<file path="src/rtl/kmkz_pkg.sv">
// Shared types and widths for the kamikaze instruction-bus bridge.
package kmkz_pkg;

  localparam int unsigned IBUS_TAG_W  = 30;
  localparam int unsigned KMKZ_WORD_W = 32;

  typedef enum logic {
    IDLE = 1'b0,
    BUSY = 1'b1
  } ibus_state_t;

  typedef struct packed {
    logic                   valid;
    logic                   err;
    logic [IBUS_TAG_W-1:0]  tag;
    logic [KMKZ_WORD_W-1:0] data;
  } ibus_entry_t;

  // Word tag of a byte address (drops the byte offset).
  function automatic logic [IBUS_TAG_W-1:0] word_tag(input logic [KMKZ_WORD_W-1:0] a);
    return a[KMKZ_WORD_W-1:2];
  endfunction

endpackage

</file>
<file path="src/rtl/kamikaze_ibus_tagbuf.sv">
// Two-entry tagged word buffer: combinational lookup and hit mux, synchronous
// fill/flush, and an LRU bit that points at the entry not most recently hit.
// Ports:
//   clk_i, rst_i      clock, async active-low reset
//   look_tag          tag of the fetch address
//   pf_tag            tag of the sequential successor (prefetch candidate)
//   flush             invalidate both entries next edge (wins over fill)
//   we, widx, wentry  fill port
//   hit, hit_idx      look_tag present and which entry holds it
//   hit_data, hit_err payload of the hit entry, zero on miss
//   pf_hit            pf_tag already present
//   lru               entry to replace on a demand miss
module kamikaze_ibus_tagbuf
  import kmkz_pkg::*;
(
  input  logic                   clk_i,
  input  logic                   rst_i,
  input  logic [IBUS_TAG_W-1:0]  look_tag,
  input  logic [IBUS_TAG_W-1:0]  pf_tag,
  input  logic                   flush,
  input  logic                   we,
  input  logic                   widx,
  input  ibus_entry_t            wentry,
  output logic                   hit,
  output logic                   hit_idx,
  output logic [KMKZ_WORD_W-1:0] hit_data,
  output logic                   hit_err,
  output logic                   pf_hit,
  output logic                   lru
);

  ibus_entry_t ent [2];
  logic [1:0]  look_match;
  logic [1:0]  pf_match;

  // Tag compare for both the demand and the prefetch candidate.
  always_comb begin
    look_match = '0;
    pf_match   = '0;
    for (int i = 0; i < 2; i++) begin
      look_match[i] = ent[i].valid && (ent[i].tag == look_tag);
      pf_match[i]   = ent[i].valid && (ent[i].tag == pf_tag);
    end
  end

  // Tags are kept unique, so at most one match bit is ever set.
  assign hit      = |look_match;
  assign hit_idx  = look_match[1];
  assign pf_hit   = |pf_match;
  assign hit_data = hit ? ent[hit_idx].data : '0;
  assign hit_err  = hit & ent[hit_idx].err;

  // Entry storage.
  always_ff @(posedge clk_i or negedge rst_i) begin
    if (!rst_i) begin
      for (int i = 0; i < 2; i++) ent[i] <= '0;
    end else if (flush) begin
      for (int i = 0; i < 2; i++) ent[i].valid <= 1'b0;
    end else if (we) begin
      ent[widx] <= wentry;
    end
  end

  // LRU tracks the entry not hit most recently.
  always_ff @(posedge clk_i or negedge rst_i) begin
    if (!rst_i) begin
      lru <= 1'b0;
    end else if (hit) begin
      lru <= ~hit_idx;
    end
  end

endmodule

</file>
<file path="src/rtl/kamikaze_ibus_bridge.sv">
// Instruction-bus front end for the fetch FIFO. Serves words from a 2-entry
// buffer, issues single Wishbone-classic reads on a miss, prefetches the next
// word when idle, and reports bus errors/timeouts as faulted entries.
// Ports:
//   clk_i, rst_i            clock, async active-low reset
//   addr_i, flush_i         fetch address, buffer invalidate
//   ir_o, ready_o, fault_o  combinational lookup result for addr_i
//   ibus_*                  Wishbone-classic read master
module kamikaze_ibus_bridge
  import kmkz_pkg::*;
#(
  parameter int unsigned TIMEOUT  = 64,
  parameter bit          PREFETCH = 1'b1
) (
  input  logic                   clk_i,
  input  logic                   rst_i,
  input  logic [KMKZ_WORD_W-1:0] addr_i,
  input  logic                   flush_i,
  output logic [KMKZ_WORD_W-1:0] ir_o,
  output logic                   ready_o,
  output logic                   fault_o,
  output logic [KMKZ_WORD_W-1:0] ibus_adr_o,
  output logic                   ibus_cyc_o,
  output logic                   ibus_stb_o,
  input  logic [KMKZ_WORD_W-1:0] ibus_dat_i,
  input  logic                   ibus_ack_i,
  input  logic                   ibus_err_i
);

  localparam int unsigned CNT_W = (TIMEOUT > 1) ? $clog2(TIMEOUT) : 1;
  localparam logic [CNT_W-1:0] TO_LAST = CNT_W'((TIMEOUT > 0) ? (TIMEOUT - 1) : 0);

  ibus_state_t state_q, state_d;

  logic [IBUS_TAG_W-1:0]  dem_tag;
  logic [IBUS_TAG_W-1:0]  pf_tag;
  logic                   hit;
  logic                   hit_idx;
  logic                   pf_hit;
  logic                   lru;
  logic [KMKZ_WORD_W-1:0] hit_data;
  logic                   hit_err;

  logic                   cyc_q;
  logic [KMKZ_WORD_W-1:0] adr_q;
  logic                   victim_q;
  logic [IBUS_TAG_W-1:0]  req_tag_q;
  logic [CNT_W-1:0]       cnt_q;
  logic                   drop_q;

  logic                   issue;
  logic [IBUS_TAG_W-1:0]  issue_tag;
  logic                   issue_victim;
  logic                   done;
  logic                   timeout;
  logic                   fill_err;
  logic [KMKZ_WORD_W-1:0] fill_data;
  logic                   fill_we;
  ibus_entry_t            fill_entry;

  logic                   unused_addr_bits;
  assign unused_addr_bits = ^addr_i[1:0];

  // Tag arithmetic wraps naturally at 30 bits, so 0xFFFF_FFFC + 4 -> 0.
  assign dem_tag = word_tag(addr_i);
  assign pf_tag  = dem_tag + IBUS_TAG_W'(1);

  assign timeout = (TIMEOUT != 0) && (cnt_q == TO_LAST);

  kamikaze_ibus_tagbuf u_tagbuf (
    .clk_i    (clk_i),
    .rst_i    (rst_i),
    .look_tag (dem_tag),
    .pf_tag   (pf_tag),
    .flush    (flush_i),
    .we       (fill_we),
    .widx     (victim_q),
    .wentry   (fill_entry),
    .hit      (hit),
    .hit_idx  (hit_idx),
    .hit_data (hit_data),
    .hit_err  (hit_err),
    .pf_hit   (pf_hit),
    .lru      (lru)
  );

  assign ready_o = hit;
  assign ir_o    = hit_data;
  assign fault_o = hit_err;

  // State register.
  always_ff @(posedge clk_i or negedge rst_i) begin
    if (!rst_i) state_q <= IDLE;
    else        state_q <= state_d;
  end

  // Next state: demand beats prefetch; flush suppresses any new issue.
  always_comb begin
    state_d      = state_q;
    issue        = 1'b0;
    issue_tag    = dem_tag;
    issue_victim = lru;
    done         = 1'b0;
    fill_err     = 1'b0;
    fill_data    = '0;
    unique case (state_q)
      IDLE: begin
        if (!flush_i) begin
          if (!hit) begin
            issue        = 1'b1;
            issue_tag    = dem_tag;
            issue_victim = lru;
          end else if (PREFETCH && !pf_hit) begin
            issue        = 1'b1;
            issue_tag    = pf_tag;
            issue_victim = ~hit_idx;
          end
        end
        if (issue) state_d = BUSY;
      end
      BUSY: begin
        // err dominates a simultaneous ack; faulted entries carry no data.
        if (ibus_err_i) begin
          done     = 1'b1;
          fill_err = 1'b1;
        end else if (ibus_ack_i) begin
          done      = 1'b1;
          fill_data = ibus_dat_i;
        end else if (timeout) begin
          done     = 1'b1;
          fill_err = 1'b1;
        end
        if (done) state_d = IDLE;
      end
      default: state_d = IDLE;
    endcase
  end

  // A fill flushed now or earlier in this transaction is discarded.
  assign fill_we    = done && !drop_q && !flush_i;
  assign fill_entry = '{valid: 1'b1, err: fill_err, tag: req_tag_q, data: fill_data};

  // Bus request registers, timeout counter and drop flag.
  always_ff @(posedge clk_i or negedge rst_i) begin
    if (!rst_i) begin
      cyc_q     <= 1'b0;
      adr_q     <= '0;
      victim_q  <= 1'b0;
      req_tag_q <= '0;
      cnt_q     <= '0;
      drop_q    <= 1'b0;
    end else begin
      if (issue) begin
        cyc_q     <= 1'b1;
        adr_q     <= {issue_tag, 2'b00};
        victim_q  <= issue_victim;
        req_tag_q <= issue_tag;
        cnt_q     <= '0;
        drop_q    <= 1'b0;
      end else if (state_q == BUSY) begin
        cnt_q <= cnt_q + CNT_W'(1);
        if (done) begin
          cyc_q  <= 1'b0;
          drop_q <= 1'b0;
        end else if (flush_i) begin
          drop_q <= 1'b1;
        end
      end
    end
  end

  assign ibus_cyc_o = cyc_q;
  assign ibus_stb_o = cyc_q;
  assign ibus_adr_o = adr_q;

endmodule

</file>
<file path="config.mk">
export PLATFORM = sky130hd
export DESIGN_NAME = kamikaze_ibus_bridge
export DESIGN_NICKNAME = d
export VERILOG_FILES = /design/src/rtl/kmkz_pkg.sv /design/src/rtl/kamikaze_ibus_tagbuf.sv /design/src/rtl/kamikaze_ibus_bridge.sv
export SDC_FILE = /design/constraint.sdc
export NUM_CORES = 1
export LEC_CHECK = 0
export CAP_MARGIN = 20
export CORE_AREA = 2 2 178 110
export CTS_CLUSTER_DIAMETER = 30
export CTS_CLUSTER_SIZE = 40
export DETAILED_ROUTE_END_ITERATION = 10
export DIE_AREA = 0 0 180 112
export PLACE_DENSITY = 0.81
export SLEW_MARGIN = 20
export SYNTH_ARGS = -nofsm -noshare
export SYNTH_HDL_FRONTEND = slang
export SYNTH_SLANG_ARGS = --single-unit
</file>
<file path="constraint.sdc">
create_clock -name clk_i -period 6.85 [get_ports clk_i]
set_input_delay 1.37 -clock clk_i [delete_from_list [all_inputs] [get_ports clk_i]]
set_output_delay 1.37 -clock clk_i [all_outputs]
set_load 0.005 [all_outputs]
</file>
# Yosys cells after proc, flatten, opt, wreduce, memory -nomap -nowiden

Index checks and enable logic that the tools add are counted.

Add/subtract/negate cells: 2
Magnitude comparators: 3
Eq/ne operators: 5
Muxes and demuxes: 46
Bitwise logic cells: 6
Reductions and logical operators: 18

Operators by type and width:

| cell                  | number |
|---|---|
| $mux 63               | 3 |
| $bwmux 128            | 1 |
| $mux 128              | 1 |
| $mux 32               | 4 |
| $eq 30x30->1          | 4 |
| $mux 30               | 4 |
| $demux 64 s1          | 1 |
| $mux 64               | 1 |
| $add 30x1->30 const B | 1 |
| $mux 1                | 28 |
| $mux 6                | 2 |
| $logic_and 1x1->1     | 7 |
| $add 6x1->6 const B   | 1 |
| $eq 6x6->1 const B    | 1 |
| $reduce_and 2->1      | 3 |
| $reduce_bool 2->1     | 3 |
| $ge 2x2->1 const B    | 2 |
| $not 1->2             | 2 |
| $reduce_or 2->1       | 2 |
| $not 1->1             | 3 |
| $reduce_bool 3->1     | 1 |
| $logic_not 1->1       | 2 |
| $lt 2x1->1 const B    | 1 |
| $pmux 1 s2            | 1 |
| $and 1x1->1           | 1 |

Flip-flop bits (word level): 169
Input bits: 69
Output and inout port bits: 68
Word-level logic and storage cells: 95

# Depth between registers and ports, before layout

Gate-level depths: netlist of the first run.

Depth after elaboration: 11
Mapped depth: 14
Depth with buffers taken out: 11

# Modules after synthesis

From an unflattened synthesis of the first run, not the netlist that was laid out.

Cells, all modules: 944
Area, all modules: 9,820.7 µm²

Modules (own cells, without submodules):

| module               | instances | cells an instance | area each (µm²) | sequential area each (µm²) |
|---|---|---|---|---|
| kamikaze_ibus_tagbuf | 1         | 591               | 6,890.4         | 3,228.1 |
| kamikaze_ibus_bridge | 1         | 353               | 2,930.3         | 1,001.0 |

# Worst setup path after synthesis of the first run

Ideal clock, no wire load.

Kind: in2out
Start: input port addr_i[14]
End: output port ir_o[10]
Arrival: 3.278 ns
Data required time: 5.480 ns
Setup slack: 2.202 ns
Cell stages on the path: 10
Path buffers: 4
Path through: buf_2 buf_1 xnor2_1 nand3_1 nor4_1 and2_1 clkbuf_1 clkbuf_1 nand2_1 o21ai_0

Cells in the longest elaborated chain, start to end: 7
Elaborated cells between the ends (all ways): 10
Classes of those cells: eq/ne: 2; mux: 4; bitwise: 1; reduce/logical: 3

Ends and longest elaborated chain:

| what                                        | line                       | text |
|---|---|---|
| from (decl)                                 | kamikaze_ibus_bridge.sv:17 | `input logic [KMKZ_WORD_W-1:0] addr_i,` |
| $eq 30x30->1                                | kamikaze_ibus_tagbuf.sv:41 | `look_match[i] = ent[i].valid && (ent[i].tag == look_tag);` |
| $logic_and 1x1->1                           | kamikaze_ibus_tagbuf.sv:41 |  |
| $not 1->2 (not written as such)             | kamikaze_ibus_tagbuf.sv:50 | `assign hit_data = hit ? ent[hit_idx].data : '0;` |
| $mux 63 (not written as such) (3 in series) | kamikaze_ibus_tagbuf.sv:50 |  |
| $mux 32 (*)                                 | kamikaze_ibus_tagbuf.sv:50 |  |
| to (decl)                                   | kamikaze_ibus_bridge.sv:19 | `output logic [KMKZ_WORD_W-1:0] ir_o,` |

Mark *: on every way between the ends. The rest lies on a longest branch, timed or not. The select of a mux whose other input is x is not followed.

# Final worst setup path of the first run

Start: input port addr_i[19]
End: output port ir_o[27]

Same word-level chain as after synthesis.

==> results of run 1 <==
synthesized netlist by cell type, types with 3 or more instances:
master     instances
and3_1            11
o22ai_1            3
buf_4             14
clkbuf_1          49
a211oi_1           5
a21oi_1           10
o2111ai_1          3
xor2_1            29
nand4_1           33
nand3_1           37
nor2b_1            4
inv_1             11
buf_2             12
nand2_1          209
nand2b_1          12
and2_1             7
nor2_1            26
nor3_1            19
xnor2_1          103
and4_1             4
or2_2              4
or4_1              7
o21ai_0          110
a31oi_1            5
mux2i_1            8
nor4_1            15
dfrtp_1          169
or3_1              4
o31ai_1            5
a2111o_1           3
and4b_1            3
o211ai_1           3
mux2_2            89
buf_6              3
path summary, 6_finish.rpt:
kind | from | end | slack, ns | depth (start not counted)
max in group asynchronous | rst_i | u_tagbuf.ent[88] | 4.76 | 2
min in group asynchronous | rst_i | u_tagbuf.ent[41] | 0.81 | 1
hold / removal | u_tagbuf.ent[83] | u_tagbuf.ent[83] | 0.48 | 2
setup / recovery | addr_i[19] | ir_o[27] | 0.78 | 10
setup reg to reg | u_tagbuf.ent[106] | ibus_adr_o[27] | 3.00 | 11
hold reg to reg | u_tagbuf.ent[83] | u_tagbuf.ent[83] | 0.48 | 2
cell usage in the layout (no fill, tap or decap), drive strengths merged, types with 5 or more instances in the layout:
| master | count |
|---|---|
| and2 | 7 |
| a31oi | 5 |
| buf | 24 |
| nor3 | 21 |
| nand3 | 37 |
| and3 | 11 |
| nand4 | 36 |
| o31ai | 5 |
| nor2 | 26 |
| clkinvlp | 6 |
| xor2 | 29 |
| o21ai | 112 |
| or4 | 9 |
| mux2 | 90 |
| nor4 | 17 |
| a21oi | 11 |
| dfrtp | 169 |
| inv | 13 |
| a211oi | 5 |
| mux2i | 8 |
| clkbuf | 19 |
| xnor2 | 103 |
| clkdlybuf4s50 | 131 |
| nand2 | 210 |
| nand2b | 12 |
metal layers:
metal | routed length, µm | GRT usage (%)
met4 | 429 | 6.667
met1 | 14170 | 45.63
met2 | 12040 | 42.07
met3 | 3132 | 10.11
met5 | 0 | 0
worst register-to-register path: stages, from the launching register on:
cell and delay (ns):
dfrtp_1 0.40, xor2_1 0.21, nor4_1 0.31, nand4_1 0.15, nor4_1 0.54, and3_1 0.29, buf_12 0.21, nand2b_1 0.21
o2111a_2 0.73, nand3_1 0.25, xnor2_1 0.18, mux2_2 0.27
stage by stage:
stage                     util (%)  instance area (µm²)  hold slack (ns)
after global placement       61.89                11510           0.4607
after floorplan                  -                10070           0.4497
after global routing         65.39                12160           0.5038
final                        65.41                12160           0.4809
after CTS                    65.18                12120           0.4842
after detailed placement     61.89                11510           0.4696
cells by family after synthesis:
group / after synthesis / share of synthesized area, %
other: 1 / 0.03725
muxes: 98 / 10.86
buffers and inverters: 91 / 4.287
DFF: 169 / 42.00
adders and majority gates: 2 / 0.2485
and+or+nand+nor: 415 / 20.58
xor gates and xnor gates: 132 / 11.48
AOI/OAI and AO/OA: 176 / 10.50
registers in the layout (all words and copies together) (netlist names):
signal,flops
cnt_q,6
victim_q,1
ibus_cyc_o,1
state_q,1
drop_q,1
ibus_adr_o,30
u_tagbuf.lru,1
u_tagbuf.ent,128
power by group:
part	internal (mW)	leakage (nW)	total (mW)	switching [mW]
Sequential	1.24	2.19	1.47	0.229
Combinational	0.560	2.26	1.15	0.591
Clock	0.586	0.280	1.01	0.419
Total	2.38	4.73	3.62	1.24
final cells by class:
cell class,count,area [µm²]
fill,1539,6431
multi-input combinational,825,5423
sequential,169,4229
timing repair buffer,155,1545
clock buffer,19,442.9
tap,246,307.8
clock inverter,13,168.9
inverter,11,41.29
antenna,1,2.502
==> results_dict.tcl, run 1 <==
set metrics [dict create \
    outcome "finished clean" \
    fin_ws_ns 0.7782 \
    clkSinkCount 169 \
    path_buf_inv 3 \
    syn-cell-area_um2 10070 \
    synth-edff-count 0 \
    post_cts_buffers 0 \
    cts_made_buffers 17 \
    drv_slew 0 \
    nets 1250 \
    drv_cap 0 \
    crit_slowest_cell "clkdlybuf4s50_1" \
    vias_per_cell 5.967 \
    cts.clk_slew.worst_paths_ns 0.07 \
    hpwl_mm 21.81 \
    finalHoldViolations 0 \
    crit_fanout 35 \
    antenna_found_initial 1 \
    avgSynthCellArea_um2 9.288 \
    yosysUniqueCellTypes 76 \
    vias 8586 \
    cp_top_family "buffers and inverters" \
    gp_congestion 1.106 \
    floorplan.initialDensity_pct 54.16 \
    postCtsResizedCells 0 \
    cp-start-kind "primary input" \
    synth_top_cell_by_area "dfrtp_1" \
    critical_path_required_ns 5.48 \
    ios 137 \
    globalRoute.totalOverflow 0 \
    drt-initial-drc-count 959 \
    area.growth.synth_to_final_pct 20.78 \
    fp.dieArea_um2 20160 \
    grt_pass1_wl_mm 47.30 \
    clk_path_buf_depth 2 \
    placed_cells 1404 \
    drt_first_pass_iters 5 \
    cts_hold_buf 0 \
    syn-instance-count 1084 \
    yosys-top-cells-area "dfrtp_1 42%, mux2_2 10%, xnor2_1 9.0%" \
    max_freq_mhz 164.7 \
    p_total_mw 3.621 \
    crit_path_max_incr_delay_ns 0.72 \
    setup_tns_ns 0 \
    vdd_drop_max_mv 0.2187 \
    pre_cts_ws_ns 0.6550 \
    gr-usage-all-layers_pct 30.30 \
    min_path_type "reg2reg" \
    leakagePower_nw 4.729 \
    insertion_delay_ns 0.44 \
    rsz0062_at_grt "false" \
    port_buffers 132 \
    ys_seq_area_share_pct 42.00 \
    fin_cells 1439 \
    fin_crit_sh_pct 88.64 \
    grt_max_degree 99 \
    grt_pass1_vias 8347 \
    finClkSkew_ns 0.01089 \
    die_height_um 112 \
    drc 0 \
    slew_headroom_pct 31.93 \
    synth-main-ff-cell "dfrtp_1" \
    worst-slew-pin-transition_ns 1.012 \
    path_cells "clkdlybuf4s50_1 > xor2_1 > nor4_1 > nand4_1 > nor4_1 > and3_1 > buf_12 > nand2_1 > o21ai_0 > clkdlybuf4s50_1" \
    wl_per_cell_um 20.69 \
    setup_violations 0 \
    tritoncts "yes" \
    layout-drive-gt1-share_pct 14.09 \
    cts-root-buf "clkbuf_16" \
    crit_type "in2out" \
    ant_nets 0 \
    core_area_um2 18590 \
    power_density_nw_per_um2 297.8 \
    die_w_um 180 \
    yosys_register_bits 169 \
    netlist.area_leader.share_pct 42.00 \
    wl_mm 29.77 \
    arrival_ns 4.70 \
    yosysWarnings 0 \
    ys_async_sr_fraction_pct 100.0 \
    period_needed_ns 6.072 \
    cts_max_level 4 \
    critPathCaptureType "primary output" \
    core.rowCount 39 \
]
Note: power is estimated with default switching activity, not from simulation.
==> run 2, diff against run 1 <==
- GPL_TIMING_DRIVEN: unset -> 1
==> results of run 2 <==
Same layout as run 1: the final DEF is identical, and so are final timing and power.
